File: src/rtl/debounce_cell.sv
// debounce_cell: single-bit synchronizer, debounce counter and edge pulses
module debounce_cell #(
  parameter int   SYNC_STAGES     = 2,
  parameter int   DEBOUNCE_CYCLES = 120000,
  parameter logic RESET_VALUE     = 1'b0
) (
  input  logic clock,
  input  logic reset,
  input  logic raw_in,
  output logic clean_out,
  output logic rise_pulse,
  output logic fall_pulse
);
  localparam int CW = $clog2(DEBOUNCE_CYCLES + 1);
  localparam logic [CW-1:0] LIMIT = CW'(DEBOUNCE_CYCLES);
  typedef enum logic {STABLE, CHANGING} state_t;
  state_t state, state_d;
  logic [SYNC_STAGES-1:0] sync_q;
  logic [CW-1:0] count, count_d;
  logic sync, differ, clean_d, rise_d, fall_d;
  assign sync = sync_q[SYNC_STAGES-1];
  assign differ = sync != clean_out;
  always_ff @(posedge clock or posedge reset)
    if (reset) begin
      sync_q <= {SYNC_STAGES{RESET_VALUE}};
      state <= STABLE;
      count <= '0;
      clean_out <= RESET_VALUE;
      rise_pulse <= 1'b0;
      fall_pulse <= 1'b0;
    end else begin
      sync_q <= {sync_q[SYNC_STAGES-2:0], raw_in};
      state <= state_d;
      count <= count_d;
      clean_out <= clean_d;
      rise_pulse <= rise_d;
      fall_pulse <= fall_d;
    end
  // Any cycle where sync agrees with clean rejects the pending change
  always_comb begin
    state_d = state;
    count_d = count;
    clean_d = clean_out;
    rise_d = 1'b0;
    fall_d = 1'b0;
    if (!differ) begin
      state_d = STABLE;
      count_d = '0;
    end else if (state == STABLE) begin
      state_d = CHANGING;
      count_d = CW'(1);
    end else if (count == LIMIT) begin
      state_d = STABLE;
      count_d = '0;
      clean_d = sync;
      rise_d = sync;
      fall_d = !sync;
    end else begin
      count_d = count + 1'b1;
    end
  end
endmodule

File: src/rtl/gpio_input_conditioner.sv
// gpio_input_conditioner: per-bit synchronize, debounce and edge-detect raw pins
module gpio_input_conditioner #(
  parameter int               WIDTH           = 3,
  parameter int               SYNC_STAGES     = 2,
  parameter int               DEBOUNCE_CYCLES = 120000,
  parameter logic [WIDTH-1:0] RESET_VALUE     = '0
) (
  input  logic             clock,
  input  logic             reset,
  input  logic [WIDTH-1:0] raw_in,
  output logic [WIDTH-1:0] clean_out,
  output logic [WIDTH-1:0] rise_pulse,
  output logic [WIDTH-1:0] fall_pulse
);
  for (genvar i = 0; i < WIDTH; i++) begin : g_bit
    debounce_cell #(
      .SYNC_STAGES(SYNC_STAGES),
      .DEBOUNCE_CYCLES(DEBOUNCE_CYCLES),
      .RESET_VALUE(RESET_VALUE[i])
    ) u_cell (
      .clock(clock),
      .reset(reset),
      .raw_in(raw_in[i]),
      .clean_out(clean_out[i]),
      .rise_pulse(rise_pulse[i]),
      .fall_pulse(fall_pulse[i])
    );
  end
endmodule
File: config.mk
export PLATFORM = sky130hd
export DESIGN_NAME = gpio_input_conditioner
export DESIGN_NICKNAME = d
export VERILOG_FILES = /design/src/rtl/debounce_cell.sv /design/src/rtl/gpio_input_conditioner.sv
export SDC_FILE = /design/constraint.sdc
export NUM_CORES = 1
export LEC_CHECK = 0
export ABC_AREA = 1
export CORE_MARGIN = 4
export CORE_UTILIZATION = 61
export CTS_CLUSTER_SIZE = 20
export DETAILED_ROUTE_END_ITERATION = 10
export GPL_TIMING_DRIVEN = 0
export PLACE_DENSITY = 0.8
export SETUP_SLACK_MARGIN = 0.15
export SYNTH_ARGS = -nofsm -noshare
export SYNTH_HDL_FRONTEND = slang
export SYNTH_SLANG_ARGS = --single-unit
File: constraint.sdc
create_clock -name clock -period 2.7 [get_ports clock]
set_input_delay 0.54 -clock clock [delete_from_list [all_inputs] [get_ports clock]]
set_output_delay 0.54 -clock clock [all_outputs]
set_load 0.03 [all_outputs]
==> impl_metrics.yaml, run 1 <==
critical_path:
  crit_chain: "buf_4 -> clkdlybuf4s50_1"
  critPathMaxStageDelay_ns: 0.66
  crit_path_start_kind: "flip-flop"
  cp_top_family: "buffers and inverters"
  rr_startpoint: "g_bit[2].u_cell.count[0]$_DFF_PP0_"
  cp_max_fo: 5
  slowest_stage: "clkdlybuf4s50_1"
  end_kind: "primary output"
  cp.arrival_ns: 1.54
  worst-path-buf-inv: 2
  critPathLaunch: "g_bit[0].u_cell.clean_out$_DFFE_PP0P_"
  critPathRequiredTime_ns: 2.16
  critical_path_class: "flip-flop to primary output"
cells_and_area:
  layout_commonest_cell: "nand2_1"
  area_growth_pct: 10.5
  regArea_um2: 1730
  multi_input_area_um2: 1630
  num_antenna_cells: 0
  nets: 521
  final_cell_mix: "nand2_1 (110), nor2_1 (99), inv_1 (71)"
  drive_gt1_share_pct: 11.3
  nFillCells: 486
power:
  p_per_area_nw_per_um2: 455
  vdd_ir_drop_max_mv: 0.270
  p_leak_nw: 1.80
  finalPower_mw: 1.87
logic_synthesis:
  synth_top_family_by_area: "simple AND/OR/NAND/NOR gates"
  synthCells: 486
  yosysSeqAreaShare_pct: 46.5
  muxShareOfSynthArea_pct: 0
  synth-compound-area-share_pct: 3.23
  syn_avg_cell_area_um2: 7.64
  synth-simple-area-share_pct: 34.9
  synth.distinct_cells: 27
  synth_warnings: 0
  synth-xor-area-share_pct: 3.77
  syn_nets: 497
  synthAdderAreaFrac_pct: 2.02
  synthesis.area_um2: 3710
  ys_ff_latch: 69
floorplanning:
  start_util_pct: 62.7
  rows: 28
  ios: 14
  die_x_um: 86.0
  die_area_um2: 7400
  fp.coreArea_um2: 5920
  die_h_um: 86.0
timing:
  setup_tns_ns: 0
  hold_ws_ns: 0.356
  fin_crit_ns: 2.08
  slew_viol_final: 0
  max_slew_margin_pct: 44.5
  finalHoldViolations: 0
  period_share_pct: 77.1
  clock.fmax_ghz: 0.480
  finalClockSkew_ns: 0.00337
  tightest_slew_ns: 0.833
  grt_setup_unrepaired: "no"
  setup_viol: 0
cts:
  clkSinkCount: 69
  clk_latency_ns: 0.34
  cts_setup_buffers: 0
  cts_resized: 0
  cts_buffers: 9
  cts_tree: "done"
  root_buffer: "clkbuf_8"
  h-tree-depth: 3
  cts_hold_buf: 0
  clock_path_buffers: 2
  clk_pin_slew_ns: 0.07
min_path:
  min_from: "g_bit[2].u_cell.sync_q[0]$_DFF_PP0_"
  worstHoldPathType: "flip-flop to flip-flop"
placement:
  port_buffers: 13
  dp_hpwl_um: 4940
  gp_congestion: 0.925
global_routing:
  grt_pass1_vias: 2951
  grt_usage_pct: 20.9
  grt_pass1_wl_um: 12500
  antenna_found_initial: 0
  grt_start_max_net_pins: 70
  grt-ovfl-total: 0
route:
  ant_nets: 0
  postRouteWirelength_um: 6840
  vias_per_cell: 5.01
  drt-pass1-iter-count: 4
  vias: 2952
  route.detailed.drc: 0
  wl_per_cell_um: 11.6
  drtIter0Drc: 145
job:
  drv_cap: 0
run_status:
  status: "completed"
## cells by family (layout without fill, tap and decap cells)
kind of cell,after synthesis,in the layout
simple gates,286,286
compound gates,23,23
xor+xnor,16,16
fa+ha+maj,6,6
flops,69,69
buf+inv,86,114
## cell usage after synthesis, drive strengths merged
master	count	share of area, %
xnor2	2	0.47
o21ai	13	1.8
nor3	15	2.2
ha	6	2.0
a21oi	7	0.94
o21bai	1	0.20
xor2	14	3.3
nor2	116	14
or2	3	0.51
nor3b	2	0.40
inv	77	7.8
nand3	26	3.9
nand4	7	1.2
dfrtp	69	46
a31oi	2	0.34
nand2	117	12
buf	9	1.8
## layout make-up
cell class	count	share of cell area [%]
plain buffers	9	1.65
clock buffers	10	3.35
clock inverters	5	0.670
inverters	77	7.10
multi-input cells	331	39.7
flip-flops and latches	69	42.0
well taps	75	2.29
repair buffers	13	3.17
## worst register-to-register path: stages, from the launching register on
cell and delay (ns):
dfrtp_1 0.42, ha_1 0.22, nand2_1 0.11, nor2_4 0.15
nand2_1 0.16, nor2_2 0.16, nand2_1 0.06, nor2_1 0.08
nor2_1 0.05
## report_power, final
group	internal [mW]	switching, mW
Combinational	0.0242	0.0559
Clock	0.346	0.384
Sequential	1.05	0.0117
## state kept, by name, indices dropped and copies added (netlist names)
| register | flops |
|---|---|
| g_bit.u_cell.clean_out | 3 |
| g_bit.u_cell.count | 51 |
| g_bit.u_cell.rise_pulse | 3 |
| g_bit.u_cell.fall_pulse | 3 |
| g_bit.u_cell.sync_q | 6 |
| g_bit.u_cell.state | 3 |
## path summary, 6_finish.rpt
kind / to / slack [ns] / depth (start not counted)
max in group asynchronous: g_bit[2].u_cell.count[7]$_DFF_PP0_ / 1.44 / 2
max reg2reg: g_bit[2].u_cell.count[16]$_DFF_PP0_ / 1.18 / 8
max: clean_out[0] / 0.62 / 2
min: g_bit[2].u_cell.sync_q[1]$_DFF_PP0_ / 0.36 / 0
min reg2reg: g_bit[2].u_cell.sync_q[1]$_DFF_PP0_ / 0.36 / 0
min in group asynchronous: g_bit[2].u_cell.state$_DFF_PP0_ / 0.72 / 2
## routing by layer
metal  global-route usage, %  part of all wire (%)
met1                    27.2                    48
met2                    34.1                    47
met3                    4.51                   4.2
met4                    8.06                  0.91
met5                       0                     0
## stage by stage
| step | utilization [%] | cells | area [um^2] | setup slack [ns] |
|---|---|---|---|---|
| after global routing | 69.4 | 589 | 4110 | 0.556 |
| final | 69.4 | 589 | 4110 | 0.618 |
| after floorplan | - | 486 | 3710 | 0.420 |
| after global placement | 66.5 | 574 | 3940 | -0.703 |
| after CTS | 69.4 | 589 | 4110 | 0.599 |
| after detailed placement | 66.6 | 574 | 3940 | 0.976 |
No activity file was read; power rests on OpenSTA's default activity.
==> inputs of run 2 (changes only) <==
==> constraint.sdc (replaced) <==
create_clock -name clock -period 2 [get_ports clock]
set_input_delay 0.4 -clock clock [delete_from_list [all_inputs] [get_ports clock]]
set_output_delay 0.4 -clock clock [all_outputs]
set_load 0.03 [all_outputs]
==> impl_metrics.yaml, run 2 (same netlist as run 1, synthesis figures left out) <==
run_status:
  status: "completed"
job:
  drv_cap: 0
timing:
  max_slew_margin_pct: 57.8
  fin_crit_ns: 1.69
  finalHoldViolations: 0
  slew_viol_final: 0
  finalClockSkew_ns: 0.00497
  grt_setup_unrepaired: "no"
  setup_tns_ns: 0
  hold_ws_ns: 0.356
  clock.fmax_ghz: 0.590
  tightest_slew_ns: 0.631
  period_share_pct: 84.7
  setup_slack_ns: 0.306
  setup_viol: 0
critical_path:
  r2r_cells: 8
  critical_path_class: "flip-flop to primary output"
  rrSetupSlack_ns: 0.48
  crit_path_start_kind: "flip-flop"
  critPathRequiredTime_ns: 1.60
  end_kind: "primary output"
  cp.arrival_ns: 1.29
  cp_max_fo: 5
  critPathLaunch: "g_bit[0].u_cell.clean_out$_DFFE_PP0P_"
  rr_startpoint: "g_bit[2].u_cell.count[0]$_DFF_PP0_"
  r2r_end: "g_bit[2].u_cell.count[16]$_DFF_PP0_"
cells_and_area:
  drive_gt1_share_pct: 11.6
  reg_top3: "g_bit.u_cell.count: 51 flops, g_bit.u_cell.sync_q: 6 flops"
  largest_reg_flops: 51
  top_register: "g_bit.u_cell.count"
  num_antenna_cells: 0
  layout_commonest_cell: "nand2_1"
  final_area_um2: 4200
  nets: 522
  final_cell_mix: "nand2_1 (110), nor2_1 (99), inv_1 (71)"
  area_growth_pct: 13.0
cts:
  clkSinkCount: 69
  clk_pin_slew_ns: 0.07
  cts_buffers: 9
  h-tree-depth: 3
  clock_path_buffers: 2
  root_buffer: "clkbuf_8"
  cts_tree: "done"
  clk_latency_ns: 0.34
floorplanning:
  start_util_pct: 62.7
  rows: 28
  die_x_um: 86.0
  die_h_um: 86.0
  fp.coreArea_um2: 5920
  die_area_um2: 7400
  ios: 14
min_path:
  min_to: "g_bit[0].u_cell.sync_q[1]$_DFF_PP0_"
  whs_path_depth: 0
  worstHoldPathType: "flip-flop to flip-flop"
  min_from: "g_bit[0].u_cell.sync_q[0]$_DFF_PP0_"
placement:
  port_buffers: 13
  gp_congestion: 0.889
  dp_slack_ns: 0.389
  place_area_um2: 3960
  dp_hpwl_um: 5060
route:
  wl_per_cell_um: 11.9
  vias: 2967
  postRouteWirelength_um: 7060
  drt-pass1-iter-count: 4
  route.detailed.drc: 0
  ant_nets: 0
  vias_per_cell: 5.02
  drtIter0Drc: 130
power:
  p_per_area_nw_per_um2: 672
  vdd_ir_drop_max_mv: 0.725
  p_leak_nw: 1.95
global_routing:
  grt_usage_pct: 21.2
  grt-ovfl-total: 0
  grt_start_max_net_pins: 44
  grt_pass1_wl_um: 12400
  antenna_found_initial: 0
  grt_pass1_vias: 2954
## run 2: worst max-delay path: stages, from the launching register on
cell and delay [ns]:
dfrtp_1 0.43, buf_4 0.14, dlygate4sd2_1 0.38
## run 2: metrics by stage
step | util (%) | power [mW] | instances
after floorplan | - | 1.53 | 486
after global placement | 66.6 | 1.56 | 574
after detailed placement | 66.9 | 1.57 | 575
after CTS | 70.6 | 2.86 | 591
after global routing | 70.9 | 2.93 | 591
final | 70.9 | 2.82 | 591
## run 2: report_power, final
part	switching, mW	internal, mW
registers	0.0158	1.41
logic	0.0777	0.0373
clock network	0.546	0.734
total	0.639	2.18
## run 2: layout make-up
class	count	area, um^2
sequential	69	1730
fill	437	1720
multi-input combinational	331	1630
inverter	77	293
timing repair buffer	14	161
clock buffer	10	138
tap	75	93.8
clock inverter	6	86.3
buffer	9	67.6
## run 2: worst max path at each step
| stage | endpoint | slack (ns) | cells after the start |
|---|---|---|---|
| 3_3_place_gp | g_bit[1].u_cell.count[11]$_DFF_PP0_ | 0.008 | 2 |
| 2_1_floorplan | g_bit[2].u_cell.count[0]$_DFF_PP0_ | 0.70 | 9 |
| 6_report | clean_out[0] | 0.31 | 2 |
| 4_1_cts | rise_pulse[2] | 0.15 | 2 |
| 5_1_grt | clean_out[0] | 0.25 | 2 |
| 3_5_place_dp | clean_out[0] | 0.39 | 2 |
## run 2: per-layer routing
layer | wire [um] | GRT usage (%) | vias up
li1 | - | - | 1523
met1 | 3310 | 27.0 | 1362
met2 | 3370 | 35.0 | 74
met3 | 296 | 5.96 | 8
met4 | 85 | 6.47 | 0
met5 | 0 | 0 | -
## run 2: repair_timing
action                                  4_1_cts  5_1_grt
pin swaps                                     0        0
gates resized for setup                       3        6
hold buffers                                  0        0
buffers inserted                              0        0
endpoints found under the setup margin        3        6
